File: src/rtl/irig_pkg.sv
// rtl/irig_pkg.sv - shared state encoding and calendar helpers for the IRIG sync path
package irig_pkg;

    typedef enum logic [1:0] {
        SEARCH,
        ACQUIRE,
        LOCKED,
        HOLDOVER
    } sync_state_t;

    localparam int SEC_PER_DAY = 86400;

    function automatic logic [8:0] days_in_year(input logic [6:0] year);
        return (year[1:0] == 2'd0) ? 9'd366 : 9'd365;
    endfunction

endpackage

File: src/rtl/irig_ts_advance.sv
// rtl/irig_ts_advance.sv - combinational one-second advance of (sec, day, year)
module irig_ts_advance
    import irig_pkg::*;
(
    input  logic [16:0] sec,
    input  logic [8:0]  day,
    input  logic [6:0]  year,
    output logic [16:0] sec_next,
    output logic [8:0]  day_next,
    output logic [6:0]  year_next
);

    always_comb begin
        sec_next  = sec + 17'd1;
        day_next  = day;
        year_next = year;
        if (sec >= 17'(SEC_PER_DAY - 1)) begin
            sec_next = '0;
            if (day >= days_in_year(year)) begin
                day_next  = 9'd1;
                year_next = (year >= 7'd99) ? 7'd0 : year + 7'd1;
            end else begin
                day_next = day + 9'd1;
            end
        end
    end

endmodule

File: src/rtl/irig_sync_ctrl.sv
// rtl/irig_sync_ctrl.sv - PPS/timestamp qualification with acquire, lock and holdover sequencing
module irig_sync_ctrl
    import irig_pkg::*;
#(
    parameter int CLK_HZ    = 10000000,
    parameter int PPS_TOL   = 1000,
    parameter int ACQ_COUNT = 3,
    parameter int HOLD_MAX  = 60
) (
    input  logic        clk,
    input  logic        rst,
    input  logic        pps_in,
    input  logic [16:0] ts_sec_day_in,
    input  logic [8:0]  ts_day_in,
    input  logic [6:0]  ts_year_in,
    output logic        pps_out,
    output logic [16:0] ts_sec_day,
    output logic [8:0]  ts_day,
    output logic [6:0]  ts_year,
    output logic        locked,
    output logic        holdover,
    output logic [7:0]  err_cnt
);

    localparam int PH_W = $clog2(CLK_HZ + PPS_TOL + 1);
    localparam int GC_W = $clog2(ACQ_COUNT + 1);
    localparam int HC_W = $clog2(HOLD_MAX + 1);

    localparam logic [PH_W-1:0] PH_SAT    = PH_W'(CLK_HZ + PPS_TOL);
    localparam logic [PH_W-1:0] PH_LATE   = PH_W'(CLK_HZ + PPS_TOL - 1);
    localparam logic [PH_W-1:0] PH_WIN_LO = PH_W'(CLK_HZ - PPS_TOL - 1);
    localparam logic [PH_W-1:0] PH_GRID   = PH_W'(CLK_HZ - 1);
    localparam logic [PH_W-1:0] PH_EARLY  = PH_W'(CLK_HZ - PPS_TOL);
    localparam logic [PH_W-1:0] PH_TOL    = PH_W'(PPS_TOL);
    localparam logic [GC_W-1:0] GC_LAST   = GC_W'(ACQ_COUNT - 1);
    localparam logic [HC_W-1:0] HC_FULL   = HC_W'(HOLD_MAX);

    sync_state_t     state;
    logic [PH_W-1:0] ph;
    logic [GC_W-1:0] good_cnt;
    logic [HC_W-1:0] hold_cnt;
    logic [16:0]     ref_sec;
    logic [8:0]      ref_day;
    logic [6:0]      ref_year;
    logic [16:0]     adv_sec;
    logic [8:0]      adv_day;
    logic [6:0]      adv_year;
    logic            good;
    logic            early_ok;
    logic            late_ok;
    logic            rej;

    // ref_* tracks the last real timestamp, and in holdover mirrors ts_* so one
    // incrementer serves both the sequence check and the free-running advance.
    irig_ts_advance u_adv (
        .sec       (ref_sec),
        .day       (ref_day),
        .year      (ref_year),
        .sec_next  (adv_sec),
        .day_next  (adv_day),
        .year_next (adv_year)
    );

    assign good     = pps_in && (ph >= PH_WIN_LO) && (ph <= PH_LATE) && (ts_sec_day_in == adv_sec);
    assign early_ok = pps_in && (ph >= PH_EARLY) && (ts_sec_day_in == adv_sec);
    assign late_ok  = pps_in && (ph <= PH_TOL) && (ts_sec_day_in == ref_sec);

    always_comb begin
        rej = 1'b0;
        case (state)
            ACQUIRE, LOCKED: rej = pps_in && !good;
            HOLDOVER:        rej = pps_in && !early_ok && !late_ok;
            default:         rej = 1'b0;
        endcase
    end

    always_ff @(posedge clk) begin
        if (rst) begin
            err_cnt <= '0;
        end else if (rej && err_cnt != 8'hFF) begin
            err_cnt <= err_cnt + 8'd1;
        end
    end

    always_ff @(posedge clk) begin
        if (rst) begin
            state      <= SEARCH;
            ph         <= '0;
            good_cnt   <= '0;
            hold_cnt   <= '0;
            ref_sec    <= '0;
            ref_day    <= '0;
            ref_year   <= '0;
            pps_out    <= 1'b0;
            ts_sec_day <= '0;
            ts_day     <= '0;
            ts_year    <= '0;
            locked     <= 1'b0;
            holdover   <= 1'b0;
        end else begin
            pps_out <= 1'b0;
            ph      <= (ph == PH_SAT) ? ph : ph + 1'b1;
            case (state)
                SEARCH: begin
                    if (pps_in) begin
                        ref_sec  <= ts_sec_day_in;
                        ref_day  <= ts_day_in;
                        ref_year <= ts_year_in;
                        ph       <= '0;
                        good_cnt <= '0;
                        state    <= ACQUIRE;
                    end
                end
                ACQUIRE: begin
                    if (pps_in) begin
                        ref_sec  <= ts_sec_day_in;
                        ref_day  <= ts_day_in;
                        ref_year <= ts_year_in;
                    end
                    if (good) begin
                        ph <= '0;
                        if (good_cnt == GC_LAST) begin
                            good_cnt <= '0;
                            state    <= LOCKED;
                            locked   <= 1'b1;
                        end else begin
                            good_cnt <= good_cnt + 1'b1;
                        end
                    end else begin
                        if (pps_in) good_cnt <= '0;
                        if (ph >= PH_LATE) state <= SEARCH;
                    end
                end
                LOCKED: begin
                    if (good) begin
                        ref_sec    <= ts_sec_day_in;
                        ref_day    <= ts_day_in;
                        ref_year   <= ts_year_in;
                        ts_sec_day <= ts_sec_day_in;
                        ts_day     <= ts_day_in;
                        ts_year    <= ts_year_in;
                        pps_out    <= 1'b1;
                        ph         <= '0;
                    end else if (ph >= PH_LATE) begin
                        // Restarting at PPS_TOL puts the next grid point 2*CLK_HZ after the last real pulse.
                        ref_sec    <= adv_sec;
                        ref_day    <= adv_day;
                        ref_year   <= adv_year;
                        ts_sec_day <= adv_sec;
                        ts_day     <= adv_day;
                        ts_year    <= adv_year;
                        pps_out    <= 1'b1;
                        ph         <= PH_TOL;
                        hold_cnt   <= HC_W'(1);
                        state      <= HOLDOVER;
                        locked     <= 1'b0;
                        holdover   <= 1'b1;
                    end
                end
                HOLDOVER: begin
                    if (early_ok || late_ok) begin
                        ref_sec  <= ts_sec_day_in;
                        ref_day  <= ts_day_in;
                        ref_year <= ts_year_in;
                        ph       <= '0;
                        state    <= LOCKED;
                        locked   <= 1'b1;
                        holdover <= 1'b0;
                        if (early_ok) begin
                            ts_sec_day <= ts_sec_day_in;
                            ts_day     <= ts_day_in;
                            ts_year    <= ts_year_in;
                            pps_out    <= 1'b1;
                        end
                    end else if (ph == PH_GRID) begin
                        ph <= '0;
                        if (hold_cnt >= HC_FULL) begin
                            state    <= SEARCH;
                            holdover <= 1'b0;
                        end else begin
                            ref_sec    <= adv_sec;
                            ref_day    <= adv_day;
                            ref_year   <= adv_year;
                            ts_sec_day <= adv_sec;
                            ts_day     <= adv_day;
                            ts_year    <= adv_year;
                            pps_out    <= 1'b1;
                            hold_cnt   <= hold_cnt + 1'b1;
                        end
                    end
                end
                default: state <= SEARCH;
            endcase
        end
    end

endmodule

File: config.mk
export PLATFORM = sky130hd
export DESIGN_NAME = irig_sync_ctrl
export DESIGN_NICKNAME = d
export VERILOG_FILES = /design/src/rtl/irig_pkg.sv /design/src/rtl/irig_ts_advance.sv /design/src/rtl/irig_sync_ctrl.sv
export SDC_FILE = /design/constraint.sdc
export NUM_CORES = 1
export LEC_CHECK = 0
export BUFFER_PORTS_ARGS = -buffer_cell sky130_fd_sc_hd__buf_4
export CAP_MARGIN = 20
export CORE_UTILIZATION = 55
export CTS_CLUSTER_SIZE = 40
export DETAILED_ROUTE_END_ITERATION = 16
export GPL_TIMING_DRIVEN = 0
export PLACE_DENSITY = 0.72
export SLEW_MARGIN = 25
export SYNTH_ARGS = -nofsm -noshare
export SYNTH_HDL_FRONTEND = slang
export SYNTH_HIERARCHICAL = 1
export SYNTH_SLANG_ARGS = --single-unit
export TNS_END_PERCENT = 1
File: constraint.sdc
create_clock -name clk -period 4.36 [get_ports clk]
set_input_delay 0.654 -clock clk [delete_from_list [all_inputs] [get_ports clk]]
set_output_delay 0.654 -clock clk [all_outputs]
set_load 0.01 [all_outputs]
==> results_dict.tcl, run 1 <==
set metrics [dict create \
    antenna_found_initial 0 \
    cp.buffers_inverters 3 \
    numPortBuffers 78 \
    yosys.area_share.xor_xnor_pct 8.89 \
    hpwlAfterDp_um 16200 \
    skew_ns 0.00869 \
    preCtsSetupSlack_ns -0.581 \
    hold_path_class "reg -> reg" \
    grt_pass1_wl_um 34400 \
    syn_nets 944 \
    cap_violations 0 \
    tritoncts "built" \
    synthCells 893 \
    avgRoutedWirePerCell_um 19.1 \
    fin_nets 1038 \
    synth_edf_count 0 \
    peakVddDrop_v 0.000248 \
    clk_latency_ns 0.36 \
    crit_fanout 10 \
    max_freq_mhz 233 \
    drc 0 \
    end_kind "register" \
    area_growth_pct 18.6 \
    synth-simple-area-share_pct 26.0 \
    max_stage_delay_ns 0.45 \
    grt_remaining_overflow 0 \
    path_delay_family "simple AND/OR/NAND/NOR gates" \
    finalSetupViolations 0 \
    chipHeight_um 116 \
    clock_sink_count 111 \
    synth_compound_area_share_pct 23.3 \
    finalCriticalPeriod_ns 4.29 \
    grt_max_degree 21 \
    die_w_um 116 \
    rsz0062_at_grt "yes" \
    dr.pass1.iters 5 \
    setup.worst_path.start_class "register" \
    p_leak_nw 3.29 \
    path_cells "nand3_2 > o41ai_2 > buf_4 > a22o_2 > clkbuf_4 > nor2_2 > xor2_1 > nor4_2 > and3_2 > o211ai_1 > nand2_1 > nand2_1 > clkbuf_1 > a221oi_1 > nor3_1" \
    crit_slowest_cell "dfxtp_1" \
    synth_area_per_cell_um2 7.94 \
    die_area_mm2 0.0134 \
    clockBufferDepth 2 \
    grt_pass1_vias 6657 \
    cts_max_level 3 \
    slew_viol_final 0 \
    core-area_mm2 0.0126 \
    cp_data_arrival_time_ns 4.51 \
    post_drt_via_cell_ratio 6.35 \
    gp_congestion 1.01 \
    start_util_pct 56.2 \
    setup_ws_ns 0.0733 \
    yosys.area_share.adder_pct 2.65 \
    yosysSeqAreaShare_pct 31.3 \
    cts_inserted_buffers 9 \
    netlist_area_mm2 0.00709 \
    root_buffer "clkbuf_16" \
    hold_violations 0 \
    postRouteWirelength_um 22200 \
    final_util_pct 66.7 \
    placementRows 41 \
    yosys_most_used_dff "dfxtp_1" \
    p_per_area_mw_per_mm2 296 \
    drive_gt1_share_pct 18.5 \
    maxSlewHeadroom_pct 47.0 \
    io_pins 80 \
    placed_area_mm2 0.00790 \
    cpMostUsedCell "nand2_1" \
    track_usage_pct 33.4 \
    drtAntennaViolNets 0 \
    cts_hold_buffers 0 \
    ys_types 76 \
    synth-seq-cells 111 \
    yosys_warnings 6 \
    vias 7387 \
    run_status "finished clean" \
    drtIter0Drc 679 \
    worst-endpoint-required_ns 4.58 \
    synthArstFlopShare_pct 0 \
    worstSetupPathType "reg -> reg" \
    muxShareOfSynthArea_pct 3.30 \
    antenna_cells 0 \
    final_area_mm2 0.00841 \
    period_share_pct 98.3 \
    synth_top_family_by_area "simple AND/OR/NAND/NOR gates" \
    worstMarginPinSlew_ns 0.790 \
    path_clk_slew_ns 0.08 \
]
through the flow:
step / setup TNS [ns] / hold slack [ns] / instances / total power [W]
after CTS: 0 / 0.472 / 1160 / 0.00246
after floorplan: 0 / 0.440 / 893 / 0.00142
final: 0 / 0.473 / 1164 / 0.00249
after global routing: -2.41 / 0.487 / 1164 / 0.00259
after global placement: -30.11 / 0.448 / 1143 / 0.00156
after detailed placement: -30.71 / 0.453 / 1143 / 0.00157
where the power goes:
part	switching, W	total, W	internal [W]
sequential	0.0000678	0.00112	0.00105
combinational	0.000283	0.000478	0.000195
clock	0.000428	0.000889	0.000461
total	0.000778	0.00249	0.00171
repair_timing:
item / CTS / global route
buffers inserted: 1 / 4
setup endpoints to repair: 97 / 84
pin swaps: 1 / 6
gates resized for setup: 13 / 41
cell usage in the layout (no fill, tap or decap), drive strengths merged, types with 13 or more instances in the layout:
cell type  instances
a311oi            31
xor2              49
nand3             26
dfxtp            111
a211oi            37
a221oi            18
a22oi             18
nor2             144
mux2i             20
o21ai             22
and3              28
inv               22
buf              101
xnor2             23
nor4              13
clkbuf            50
a21oi             33
nand2             70
nand4             17
ha                15
nor3              30
path summary, 6_finish.rpt:
path,slack [ns],depth (start not counted),start,end
hold reg to reg,0.47,1,hold_cnt[5],hold_cnt[5]
setup reg to reg,0.07,15,ref_sec[6],ref_sec[13]
setup / recovery,0.07,15,ref_sec[6],ref_sec[13]
hold / removal,0.47,1,hold_cnt[5],hold_cnt[5]
layout make-up:
cell class,count,area (um^2)
tap,172,215
timing repair buffer,83,623
clock buffer,9,225
fill,1140,4210
multi-input combinational,705,4690
clock inverter,7,87.6
inverter,18,67.6
sequential,111,2230
buffer,59,279
synthesized netlist by cell type, drive strengths merged, types with 3 or more instances:
cell / instances / area share (%)
a211oi: 37 / 4.0
a21o: 3 / 0.32
a21oi: 33 / 2.3
a221o: 4 / 0.56
a221oi: 18 / 2.5
a22o: 5 / 0.63
a22oi: 18 / 1.9
a311oi: 31 / 3.8
a31oi: 4 / 0.35
and2: 4 / 0.35
and3: 28 / 2.5
buf: 21 / 1.6
clkbuf: 38 / 2.0
dfxtp: 111 / 31
ha: 15 / 2.6
inv: 18 / 0.95
mux2: 3 / 0.48
mux2i: 20 / 2.8
nand2: 70 / 3.7
nand2b: 5 / 0.44
nand3: 26 / 1.9
nand4: 17 / 1.5
nand4b: 3 / 0.37
nor2: 144 / 7.7
nor2b: 10 / 0.88
nor3: 30 / 2.3
nor4: 13 / 1.1
o211a: 3 / 0.53
o21a: 6 / 0.74
o21ai: 22 / 1.6
o22ai: 3 / 0.26
o2bb2ai: 3 / 0.37
o31ai: 8 / 0.85
o41ai: 3 / 0.48
or2: 4 / 0.35
or3: 4 / 0.35
or4: 7 / 0.85
xnor2: 23 / 2.8
xor2: 49 / 6.0
logic make-up after synthesis:
family / Yosys count
flops: 111
compound gates: 217
xor+xnor: 72
simple gates: 378
fa+ha+maj: 15
mux: 23
buf+inv: 77
worst reg2reg max path: cells and delay by family (launching register included):
family                    cells  cell delay [ns]
xor gates and xnor gates      1             0.16
DFF                           1             0.45
AOI/OAI and AO/OA             4             1.06
buffers and inverters         3             0.81
and+or+nand+nor               7             1.67
routing by layer:
metal	GRT usage [%]	wire, um	vias to the layer above
met3	5.91	1470	52
met5	0	0	-
met4	15.8	758	0
li1	-	-	3479
met1	44.9	10100	3539
met2	51.8	9950	317
flip-flops by register name (all words and copies together), names as in the netlist:
name	cells
pps_out	1
locked	1
ref_year	7
ts_year	7
ref_sec	17
ref_day	9
state	2
ph	24
err_cnt	8
hold_cnt	6
good_cnt	2
holdover	1
ts_sec_day	17
ts_day	9
(Power assumes the default switching activity.)
==> inputs of run 2 (changes only) <==
Settings changed: CORE_UTILIZATION 55 to 54, PLACE_DENSITY 0.72 to 0.73.
Clock period 4.36 ns to 3.9 ns, I/O delays scaled along.
==> run 2 against run 1 <==
Against the previous run: the run now ends with setup timing left; clock-buffer cell count is the same; final cell count is the same; utilization grew 0.59 points; clock skew shrank 0.0010 ns; largest power group unchanged; highest routed layer unchanged; via count shrank 2.7%; global-route usage shrank 1.4 points; sequential power grew 13%; total power grew 11%; die area grew 1.8%.
==> results_dict.tcl, run 2 (synthesis gave the netlist of run 1 again) <==
set metrics [dict create \
    tritoncts "built" \
    core-area_mm2 0.0127 \
    final_common_cell "nor2_1" \
    regMostFlops "ph" \
    largestRegisters "ph: 24 flops, ref_sec: 17 flops, ts_sec_day: 17 flops" \
    finalSetupViolations 14 \
    grt_remaining_overflow 0 \
    avgRoutedWirePerCell_um 18.1 \
    min_path_cells 2 \
    vias 7187 \
    finalCriticalPeriod_ns 3.95 \
    power.total_w 0.00276 \
    p_leak_nw 3.32 \
    largest_reg_flops 24 \
    crit_slowest_cell "a2111oi_4" \
    gp_congestion 0.915 \
    rr_endpoint "ref_year[4]" \
    hold_path_class "reg -> reg" \
    n_fill_cell 1146 \
    register_area_mm2 0.00224 \
    grt_pass1_vias 6572 \
    grt_max_degree 19 \
    drtIter0Drc 811 \
    track_usage_pct 31.9 \
    drc 0 \
    area_growth_pct 20.6 \
    placementRows 41 \
    cp_data_arrival_time_ns 4.16 \
    worstMarginPinSlew_ns 0.794 \
    start_util_pct 55.8 \
    end_kind "register" \
    rrSetupSlack_ns -0.05 \
    antenna_cells 0 \
    clk_latency_ns 0.36 \
    p_per_area_mw_per_mm2 322 \
    hpwlAfterDp_um 15100 \
    cts_max_level 3 \
    worstSetupPathType "reg -> reg" \
    hp-start "good_cnt[0]" \
    slew_viol_final 0 \
    failed_checks "setup timing" \
    r2r_start "ref_sec[7]" \
    fin_nets 1038 \
    max_freq_mhz 253 \
    cts_inserted_buffers 9 \
    multi_input_area_mm2 0.00478 \
    reg2regPathDepth 14 \
    die_w_um 117 \
    setup_ws_ns -0.0456 \
    skew_ns 0.00768 \
    period_share_pct 101 \
    hold_path_end "good_cnt[0]" \
    drtAntennaViolNets 0 \
    clockBufferDepth 2 \
    run_status "finished with violations" \
    peakVddDrop_v 0.000227 \
    grt_pass1_wl_um 33400 \
    preCtsSetupSlack_ns -1.17 \
    postRouteWirelength_um 21000 \
    max_stage_delay_ns 0.40 \
    die_area_mm2 0.0136 \
    path_cells "a2111oi_4 > o41ai_4 > a22o_2 > buf_12 > nor2_2 > xor2_1 > nor4_2 > and3_2 > o211ai_1 > and2_4 > a221o_1 > buf_4 > a311oi_2 > a211oi_1" \
    worst-endpoint-required_ns 4.11 \
    post_drt_via_cell_ratio 6.17 \
    drive_gt1_share_pct 20.8 \
    fin_tns_setup_ns -0.357 \
    placed_area_mm2 0.00790 \
    io_pins 80 \
    clock_sink_count 111 \
    layout_common_cells "128 x nor2_1, 102 x dfxtp_1, 91 x buf_4" \
    cap_violations 0 \
    final_area_mm2 0.00856 \
    chipHeight_um 117 \
    numPortBuffers 78 \
    crit_fanout 10 \
    root_buffer "clkbuf_16" \
    rsz0062_at_grt "yes" \
    holdWs_ns 0.473 \
    maxSlewHeadroom_pct 46.7 \
    dr.pass1.iters 5 \
    antenna_found_initial 0 \
    setup.worst_path.start_class "register" \
    path_clk_slew_ns 0.08 \
    hold_violations 0 \
]
run 2: cell types whose count changed in the layout (fill, tap and decap cells not counted), sizes merged:
cell / before / now
clkinv: 2 / 3
buf: 101 / 104
clkinvlp: 0 / 2
inv: 22 / 19
clkbuf: 50 / 47
run 2: metal layers:
| layer | up-vias | global-route usage (%) | routed length [um] |
|---|---|---|---|
| met2 | 284 | 48.6 | 9210 |
| met5 | - | 0 | 0 |
| li1 | 3472 | - | - |
| met4 | 0 | 12.8 | 571 |
| met1 | 3380 | 43.3 | 9640 |
| met3 | 51 | 7.84 | 1630 |
run 2: through the flow:
step                cells  utilization (%)
finish               1164             67.3
global route         1164             67.3
CTS                  1163             66.1
detailed placement   1143             62.1
global placement     1143             62.1
floorplan             893                -
run 2: worst max-delay path: cells and delay by family (launching register included):
kind	cells	cell delay (ns)
buf+inv	2	0.38
flops	1	0.39
compound gates	7	1.82
simple gates	4	1.04
xor+xnor	1	0.13
run 2: where the power goes:
group | total (W) | internal (W) | switching, W
Clock | 0.000953 | 0.000500 | 0.000453
Combinational | 0.000550 | 0.000232 | 0.000317
Sequential | 0.00126 | 0.00118 | 0.0000759
Total | 0.00276 | 0.00191 | 0.000846
run 2: final cells by class:
cell class	instances	area share (%)
plain buffers	57	3.76
clock inverters	7	0.848
inverters	18	0.790
flip-flops and latches	111	26.2
well taps	172	2.51
repair buffers	85	7.46
multi-input cells	705	55.8
clock buffers	9	2.63
run 2: worst max path at each step:
stage	start	endpoint	slack (ns)
3_5_place_dp	ref_sec[0]	ref_year[4]	-1.17
6_report	ref_sec[7]	ref_year[4]	-0.05
3_3_place_gp	ref_sec[0]	ref_year[5]	-1.12
2_1_floorplan	ref_sec[0]	ref_day[0]	0.17
5_1_grt	ref_sec[7]	ref_year[6]	-0.11
4_1_cts	ref_sec[4]	ts_sec_day[7]	0.01
run 2: repair_timing:
item / in CTS / in global routing
resized for setup: 59 / 39
pin swaps: 10 / 9
buffers inserted: 5 / 2
setup endpoints to repair: 111 / 83
hold buffers: 0 / 0
==> inputs of run 3 (changes only) <==
Settings changed: CORE_UTILIZATION 54 to 35, PLACE_DENSITY 0.73 to 0.5.
==> run 3 against run 2 <==
Against the previous run: the run now ends clean; clock power up 11%; critical path depth up 1; fmax up 1.5%; clock-buffer cell count up 2; worst hold slack better by 0.0034 ns; register-to-register slack better by 0.06 ns; die area up 53%; wire length up 13%; utilization down 22 points; setup slack better by 0.058 ns; combinational power up 10%; total power up 6.1%; critical endpoint is now ref_day[0]; largest power group unchanged.
==> results_dict.tcl, run 3 (synthesis gave the netlist of run 1 again) <==
set metrics [dict create \
    run_status "finished clean" \
    die_w_um 144 \
    worst-endpoint-required_ns 4.13 \
    grt_max_degree 18 \
    layout_common_cells "128 x nor2_1, 100 x dfxtp_1, 96 x buf_4" \
    p_int_w 0.00204 \
    rsz0062_at_grt "yes" \
    comb_power_share_pct 20.7 \
    holdWs_ns 0.476 \
    placementRows 51 \
    end_kind "register" \
    rrSetupSlack_ns 0.01 \
    drive_gt1_share_pct 23.3 \
    cts_hold_buffers 0 \
    finalSetupViolations 0 \
    antenna_found_initial 0 \
    final_util_pct 45.7 \
    hold_path_end "hold_cnt[5]" \
    largest_reg_flops 24 \
    min_path_cells 1 \
    grt_pass1_vias 6750 \
    dr.pass1.iters 5 \
    clock_power_share_pct 36.4 \
    chipHeight_um 144 \
    cts_max_level 3 \
    core-area_mm2 0.0197 \
    finalNonFillerCells 1267 \
    fin_nets 1048 \
    p_per_area_mw_per_mm2 326 \
    drtAntennaViolNets 0 \
    path_clk_slew_ns 0.08 \
    hp-start "hold_cnt[5]" \
    r2r_start "ref_sec[8]" \
    peakVddDrop_v 0.000211 \
    clockBufferDepth 2 \
    area_growth_pct 26.6 \
    vias 7114 \
    drc 0 \
    post_drt_via_cell_ratio 5.61 \
    final_common_cell "nor2_1" \
    seq_power_share_pct 43.0 \
    largestRegisters "ph: 24 flops, ref_sec: 17 flops, ts_sec_day: 17 flops" \
    switching_power_w 0.000887 \
    setup.worst_path.start_class "register" \
    clock_sink_count 111 \
    tritoncts "built" \
    numPortBuffers 78 \
    antenna_cells 0 \
    rr_endpoint "ref_day[0]" \
    hold_path_class "reg -> reg" \
    grt_remaining_overflow 0 \
    finalCriticalPeriod_ns 3.89 \
    netSwitchingFraction_pct 30.3 \
    drtIter0Drc 546 \
    track_usage_pct 23.6 \
    slew_viol_final 0 \
    regMostFlops "ph" \
    root_buffer "clkbuf_16" \
    start_util_pct 36.1 \
    worstMarginPinSlew_ns 0.815 \
    cp_data_arrival_time_ns 4.12 \
    period_share_pct 99.7 \
    reg2regPathDepth 15 \
    hold_violations 0 \
    cap_violations 0 \
    avgRoutedWirePerCell_um 18.8 \
    crit_fanout 10 \
    clk_latency_ns 0.37 \
    worstSetupPathType "reg -> reg" \
    hpwlAfterDp_um 17200 \
    grt_pass1_wl_um 37700 \
    cts_inserted_buffers 9 \
    postRouteWirelength_um 23900 \
    die_area_mm2 0.0208 \
    gp_congestion 0.843 \
    max_freq_mhz 257 \
    dp_cells 1236 \
    placed_area_mm2 0.00802 \
    final_area_mm2 0.00898 \
    skew_ns 0.00758 \
    io_pins 80 \
    p_leak_nw 3.43 \
    maxSlewHeadroom_pct 45.3 \
]
-- run 3: critical path, cell delays in order, from the launching register on --
cell	delay, ns
dfxtp_4	0.36
a2111oi_4	0.36
o41ai_2	0.12
buf_4	0.16
a22o_4	0.25
clkbuf_16	0.19
nor2_2	0.15
xor2_1	0.14
nor4_2	0.34
and3_4	0.27
o211ai_1	0.16
and2_4	0.22
a221o_4	0.48
buf_6	0.17
a311oi_1	0.25
a211oi_1	0.11
-- run 3: timing repair --
| item | 4_1_cts | 5_1_grt |
|---|---|---|
| resized for setup | 98 | 45 |
| setup endpoints to repair | 111 | 80 |
| buffers inserted | 11 | 2 |
| pin swaps | 16 | 10 |
| cloned | 3 | 0 |
-- run 3: layer usage --
metal  track usage (%)  wire length, um  vias to the layer above
li1                  -                -                     3488
met1              33.9            11700                     3394
met2              36.5            10600                      210
met3              2.58             1140                       22
met4              7.92              384                        0
met5                 0                0                        -
-- run 3: power groups by stage --
| stage | Sequential [W] | Combinational [W] | Clock, W |
|---|---|---|---|
| 4_1_cts | 0.00125 | 0.000576 | 0.00109 |
| 2_1_floorplan | 0.00126 | 0.000332 | 0 |
| 6_report | 0.00126 | 0.000606 | 0.00106 |
| 3_5_place_dp | 0.00128 | 0.000486 | 0 |
| 3_3_place_gp | 0.00128 | 0.000484 | 0 |
| 5_1_grt | 0.00127 | 0.000656 | 0.00114 |
-- run 3: worst max path at each step --
| stage | start | to | slack (ns) |
|---|---|---|---|
| 6_report | ref_sec[8] | ref_day[0] | 0.01 |
| 5_1_grt | ref_sec[8] | ref_year[3] | -0.09 |
| 4_1_cts | ref_sec[8] | ref_year[2] | 0.003 |
| 3_5_place_dp | ref_sec[0] | ref_year[4] | -1.39 |
| 3_3_place_gp | ref_sec[0] | ref_day[1] | -1.35 |
| 2_1_floorplan | ref_sec[0] | ref_day[0] | 0.17 |
-- run 3: final cells by class --
class                   count  area [um^2]
plain buffers              58          353
clock buffers              11          253
clock inverters             5         78.8
fillers                  2042        10700
inverters                  18         67.6
multi-input cells         705         4930
flip-flops and latches    111         2250
well taps                 265          332
repair buffers             94          723
-- run 3: metrics by stage --
step,setup TNS (ns),setup slack (ns),power [W]
after floorplan,0,0.166,0.00159
after global placement,-118.73,-1.35,0.00176
after detailed placement,-117.57,-1.39,0.00176
after CTS,0,0.00276,0.00292
after global routing,-2.18,-0.0880,0.00306
final,0,0.0125,0.00293
